<file path="src/rtl/panel_lamp_scanner.sv">
// ---------------------------------------------------------------------------
// panel_lamp_scanner
//
// Multiplexes four 12-lamp rows of a front panel (program counter, data bus,
// instruction decode, status) onto a 4-row x 12-column lamp matrix. At the
// start of every frame the four lamp words are captured into shadow
// registers, so each frame shows one coherent snapshot. Each row slot lasts
// DWELL cycles. The first BLANK cycles of every slot are dark so that the
// row drivers can turn off before the column data changes.
//
// Parameters:
//   DWELL  SYSCLK cycles per row slot (>= BLANK+1, >= 8)
//   BLANK  dark cycles at the start of each row slot (>= 1)
//
// Ports:
//   SYSCLK       in   1   sole clock, rising edge
//   RESET        in   1   synchronous, active-high reset
//   pBusPC       in  12   program counter lamps
//   pBusData     in  12   data bus lamps
//   pInst        in   8   instruction lamps AND,TAD,ISZ,DCA,JMS,JMP,IOT,OPR
//   pStatus      in  12   miscellaneous status lamps
//   dim          in   3   brightness, 7 = full, 0 = 1/8 (PANEL_DIM_EN only)
//   lampRow      out  4   one-hot row select, active-high
//   lampCol      out 12   column drive, active-high, bit11 = leftmost lamp
//   frameStrobe  out  1   one-cycle pulse in the snapshot cycle
//
// Build option:
//   PANEL_DIM_EN  when defined, adds the dim input. During lit cycles the
//                 columns are driven only while cnt[2:0] <= dim. lampRow
//                 stays asserted for the whole lit portion of the slot.
// ---------------------------------------------------------------------------
module panel_lamp_scanner #(
    parameter int DWELL = 1024,
    parameter int BLANK = 16
) (
    input  logic        SYSCLK,
    input  logic        RESET,
    input  logic [11:0] pBusPC,
    input  logic [11:0] pBusData,
    input  logic [7:0]  pInst,
    input  logic [11:0] pStatus,
`ifdef PANEL_DIM_EN
    input  logic [2:0]  dim,
`endif
    output logic [3:0]  lampRow,
    output logic [11:0] lampCol,
    output logic        frameStrobe
);

    localparam int            CW       = $clog2(DWELL);
    localparam logic [CW-1:0] CNT_LAST = CW'(DWELL - 1);
    localparam logic [CW-1:0] BLANK_C  = CW'(BLANK);

    // ST_HOLD is the single cycle spent at edge 0 of reset release. It keeps
    // every output dark, including frameStrobe, while cnt and row already
    // read zero. The cycle that follows is therefore the first snapshot.
    typedef enum logic {
        ST_HOLD = 1'b0,
        ST_SCAN = 1'b1
    } state_t;

    state_t        state, state_nxt;
    logic [CW-1:0] cnt, cnt_nxt;
    logic [1:0]    row, row_nxt;
    logic [11:0]   shadow0, shadow1, shadow2, shadow3;
    logic          snap;
    logic          lit;
    logic [11:0]   row_word;

    // State register and shadow capture
    always_ff @(posedge SYSCLK) begin
        if (RESET) begin
            state   <= ST_HOLD;
            cnt     <= '0;
            row     <= '0;
            shadow0 <= '0;
            shadow1 <= '0;
            shadow2 <= '0;
            shadow3 <= '0;
        end else begin
            state <= state_nxt;
            cnt   <= cnt_nxt;
            row   <= row_nxt;
            // Inputs are sampled only here, so a frame can never mix old
            // and new values.
            if (snap) begin
                shadow0 <= pBusPC;
                shadow1 <= pBusData;
                shadow2 <= {pInst, 4'b0000};
                shadow3 <= pStatus;
            end
        end
    end

    // Next-state logic: slot counter and row sequencing
    always_comb begin
        state_nxt = state;
        cnt_nxt   = cnt;
        row_nxt   = row;
        case (state)
            ST_HOLD: begin
                state_nxt = ST_SCAN;
            end
            ST_SCAN: begin
                if (cnt == CNT_LAST) begin
                    cnt_nxt = '0;
                    // Two-bit row wraps 3 -> 0 with no idle slot between frames.
                    row_nxt = row + 2'd1;
                end else begin
                    cnt_nxt = cnt + 1'b1;
                end
            end
            default: begin
                state_nxt = ST_HOLD;
                cnt_nxt   = '0;
                row_nxt   = '0;
            end
        endcase
    end

    // Output decode, from registered state only (dim excepted)
    always_comb begin
        snap = (state == ST_SCAN) && (cnt == '0) && (row == 2'd0);
        lit  = (state == ST_SCAN) && (cnt >= BLANK_C);

        case (row)
            2'd0:    row_word = shadow0;
            2'd1:    row_word = shadow1;
            2'd2:    row_word = shadow2;
            default: row_word = shadow3;
        endcase

        frameStrobe = snap;
        lampRow     = 4'b0000;
        lampCol     = 12'h000;
        if (lit) begin
            lampRow = 4'b0001 << row;
`ifdef PANEL_DIM_EN
            // PWM within the slot: the low three bits of cnt act as an
            // 8-step phase. dim is applied directly, without a register.
            if (cnt[2:0] <= dim) begin
                lampCol = row_word;
            end
`else
            lampCol = row_word;
`endif
        end
    end

endmodule

</file>
<file path="config.mk">
export PLATFORM = sky130hd
export DESIGN_NAME = panel_lamp_scanner
export DESIGN_NICKNAME = d
export VERILOG_FILES = /design/src/rtl/panel_lamp_scanner.sv
export SDC_FILE = /design/constraint.sdc
export NUM_CORES = 1
export LEC_CHECK = 0
export ABC_CLOCK_PERIOD_IN_PS = 3150
export CORE_UTILIZATION = 53
export DETAILED_ROUTE_END_ITERATION = 10
export PLACE_DENSITY_LB_ADDON = 0.1
export SYNTH_ARGS = -nofsm -noshare
export SYNTH_HDL_FRONTEND = slang
export SYNTH_SLANG_ARGS = --single-unit
</file>
<file path="constraint.sdc">
create_clock -name SYSCLK -period 3.15 [get_ports SYSCLK]
set_input_delay 0.315 -clock SYSCLK [delete_from_list [all_inputs] [get_ports SYSCLK]]
set_output_delay 0.315 -clock SYSCLK [all_outputs]
set_load 0.005 [all_outputs]
</file>
Word-level counts from Yosys, hierarchy flattened
Index checks and enable logic that the tools add are counted.
- register bits after elaboration: 57
- bits in latches: 0
- memory bits (writable): 0
- memory bits (read-only): 0
- input bits: 46
- memories: 0
- $add $sub $neg: 2
- multiply operators: 0
- div/mod/pow operators: 0
- $lt $le $gt $ge: 1
- equal/unequal tests: 3
- shift operators: 1
- mux-type cells: 5
- bitwise operators: 0
- reductions and logical operators: 6
- operator list (cell ; count):
    12-bit case mux with 3 select lines ; 1
    12-bit two-way mux ; 1
    10-bit by 1-bit adder with 10-bit output (second input constant) ; 1
    10-bit == test (second input constant) ; 1
    10-bit by 5-bit >= comparator with 1-bit output (second input constant) ; 1
    10-bit logical NOT ; 1
    10-bit two-way mux ; 1
    4-bit two-way mux ; 1
    1-bit by 2-bit left shift with 4-bit output (first input constant) ; 1
    1-bit logical AND ; 3
    2-bit by 1-bit adder with 2-bit output (second input constant) ; 1
    2-bit by 1-bit == test with 1-bit output (second input constant) ; 1
    2-bit == test (second input constant) ; 1
    2-bit logical NOT ; 1
    2-bit AND reduction ; 1
    1-bit two-way mux ; 1

Longest topological paths before layout
- depth after elaboration: 3
- mapped depth: 8
- depth with buffers taken out: 6

Least setup slack after synthesis
No wires, ideal clock.
- kind: reg2out
- start: register row[0]
- end: output lampCol[10]
- data arrival time: 1438 ps
- required time: 2835 ps
- slack: 1397 ps
- cell stages (with the launch flop): 8
- path buffers: 1
- cell sequence: dfxtp_1 > inv_1 > ha_1 > clkbuf_1 > a222oi_1 > nor2_1 > a21oi_1 > nor2_1
- cells in the longest elaborated chain, start to end: 3
- RTL lines (item ; RTL line ; source):
    start: declaration ; 64 ; logic [1:0] row, row_nxt;
    start signal: assignment ; 83 ; row <= row_nxt;
    2-bit == test (tied with other cells) ; 126 ; case (row)
    12-bit case mux with 3 select lines * ; 126 ;
    12-bit two-way mux * ; 136 ; if (lit) begin
    end: declaration ; 46 ; output logic [11:0] lampCol,
Mark *: on every way between the ends. The rest lies on a longest branch, timed or not.

Worst setup path after layout
- start: register row[0]
- end: output lampCol[7]
Same word-level chain as after synthesis.

==> run metrics <==
share of the synthesized area in compound gates (AO/OA/AOI/OAI) 7.56%; maximum number of pins on one net before global-route repair 45; hold buffer count at cts 0; count of mapped cells out of synthesis 280; Setup WS post-layout 330 ps; peak supply drop 268 µV; worst setup path category flop to output pin; CP most frequent cell sky130_fd_sc_hd__nor2_1; final worst-path cycle share 89.5%; average vias per placed instance 5.44; Max Cap Viol 0; Required @ worst endpoint 2830 ps; clock root cell sky130_fd_sc_hd__clkbuf_8; initial DRC count 165; Inst Count DP 380; instance area after placement 3160 µm²; Yosys warning count 0; signal arrival time at the worst endpoint 2510 ps; share of cells above drive strength 1 6.45%; library cells used by synthesis 28; leading cell types in the layout, fill and taps excluded sky130_fd_sc_hd__nor2_1 (78), sky130_fd_sc_hd__clkdlybuf4s50_1 (61), sky130_fd_sc_hd__dfxtp_1 (57); die height 71.8 µm; IO Port Bufs 62; number of nets with antenna violations after routing 0; highest clock frequency the design can meet 355 MHz; first-pass iteration count of the detailed router 4; initial core utilization 55.0%; overall routed net length 5930 µm; clock tree from TritonCTS built; critical path, cell by cell inv_1 -> ha_1 -> a222oi_1 -> nor2_1 -> a21oi_1 -> nor2_1 -> clkdlybuf4s50_1; portion of synthesized cell area occupied by the leading cell type 44.2%; Synth Area in Simple Gates 18.8%; largest fanout on the critical path 14; syn_nets 333; number of DRC violations after detailed routing 0; part of the Yosys area used for sequential elements 44.2%; Pwr Total 0.00166 W; RSZ-0062 raised after global routing false; placement-stage worst setup slack 673 ps; multiplexer share of the synthesized area 17.4%; post-CTS setup-driven buffer insertion count 0; Post-DP HPWL 4040 µm; Skew-Pair Late Insertion Delay 330 ps; synthesis-stage register bit count 57; maximum root-to-sink buffer count 2; leading cell types by total area after synthesis sky130_fd_sc_hd__dfxtp_1 (44%), sky130_fd_sc_hd__mux2i_1 (17%), sky130_fd_sc_hd__nor2_1 (11%); maximum single-stage delay on the critical path 470 ps; total number of vias 2149; clock buffer count from CTS 9; most frequent standard cell in the layout excluding fill and tap cells sky130_fd_sc_hd__nor2_1; headroom to the max-slew limit 46.4%; number of global-route vias before repair 2061; number of antenna cells inserted 0; shortest clock period the worst path allows after layout 2820 ps; Hold Violations, Final 0; number of failing setup endpoints in the final timing report 0; xor/xnor cell area share of the yosys netlist 2.71%; # rows 25; Mapped Area 2580 µm²; total core area 4690 µm²; final layout net count 390; Mean Syn Cell Area 9.22 µm²; GP Congestion 0.748; overall die width 71.8 µm; initial antenna violation count 0; Wirelength per Cell 15.0 µm; area leader, netlist sky130_fd_sc_hd__dfxtp_1; element type at the critical path start flop; Non-Filler Instances 395; max-slew violations 0; standby leakage power 1.47 nW; outcome complete, no violations; H-Tree Level Count 3; IO Pins 63; number of sinks on the clock net 57; clock transition at the register clock pins on the worst setup and hold paths after CTS 60 ps; number of filler cells placed in the layout 407; min-delay worst type primary input to flop; wire length of the first global-routing pass 9580 µm; grt total ovfl 0; measured slew at the worst slew-check pin 804 ps; Post-Layout Inst Area 3340 µm²; Worst Skew 8.15 ps; Global Route Usage Sum 24.5%; full die area 5160 µm²; total power divided by cell area 498 nW/µm²; relative area change from synthesis to final layout 29.3%; cell with the largest stage delay on the worst path sky130_fd_sc_hd__a222oi_1; post-synthesis adder-cell area fraction 3.39%; endpoint class of the critical path output pin; largest family of logic cells by synthesized area simple AND/OR/NAND/NOR gates; setup total negative slack 0 ps; Resized cells post-CTS 0
path summary, 6_finish.rpt:
path         cells past startpoint  slack [ps]       start          to
max                              7         330      row[0]  lampCol[7]
min reg2reg                      2         500  shadow1[8]  shadow1[8]
max reg2reg                      7         730      row[0]  shadow1[2]
min                              2         390       RESET  shadow1[5]
where the power goes:
part	switching, W	internal [W]	total (W)
logic	0.000107	0.000137	0.000244
clock network	0.000278	0.000341	0.000619
registers	0.0000315	0.000770	0.000802
total	0.000416	0.00125	0.00166
metrics by stage:
step	hold slack, ps	utilization, %
6_report	393	71.2
5_1_grt	425	71.2
4_1_cts	384	71.2
3_5_place_dp	488	67.3
3_3_place_gp	475	67.3
2_1_floorplan	404	-
cells by family (layout without fill, tap and decap cells):
group | Yosys count | after routing
buf+inv | 26 | 87
fa+ha+maj | 7 | 7
mux | 45 | 45
compound gates | 28 | 28
simple gates | 109 | 109
flops | 57 | 57
xor+xnor | 8 | 8
final cells by class:
cell class / count / area (µm²) / share of cell area [%]
Inverter: 8 / 30.0 / 0.899
Clock buffer: 12 / 165 / 4.95
Timing Repair Buffer: 64 / 631 / 18.9
Clock inverter: 3 / 15.0 / 0.450
Multi-Input combinational cell: 197 / 1290 / 38.6
Tap cell: 54 / 67.6 / 2.02
Sequential cell: 57 / 1140 / 34.2
flip-flops by register name, indices dropped and copies added (netlist names):
signal   flops
cnt         10
row          2
shadow0     12
shadow1     12
shadow2      8
shadow3     12
state        1
worst max-delay path: cells and delay by family (launching register included):
family,cells,cell delay [ps]
AO/OA/AOI/OAI,2,650
buffers and inverters,2,560
flip-flops,1,420
adder cells (fa/ha/maj),1,390
AND/OR/NAND/NOR,2,160
Yosys cell counts (all sizes together):
cell type / number
a222oi: 8
xor2: 2
mux2i: 45
or3b: 1
a22oi: 4
nor3: 7
and4bb: 1
a21oi: 14
nor2: 78
nor4: 2
nand2: 6
ha: 7
and3: 4
xnor2: 6
clkbuf: 11
nand3: 4
inv: 8
o32ai: 1
nand2b: 1
buf: 7
nand4: 5
dfxtp: 57
o22ai: 1
routing by layer:
layer / global-route usage [%] / up-vias / part of all wire [%]
met5: 0 / - / 0
met4: 11.8 / 0 / 1.6
met3: 5.49 / 10 / 3.9
met2: 40.8 / 46 / 49
met1: 30.1 / 1012 / 46
li1: - / 1081 / -
Power figures use the tool's default switching activity.
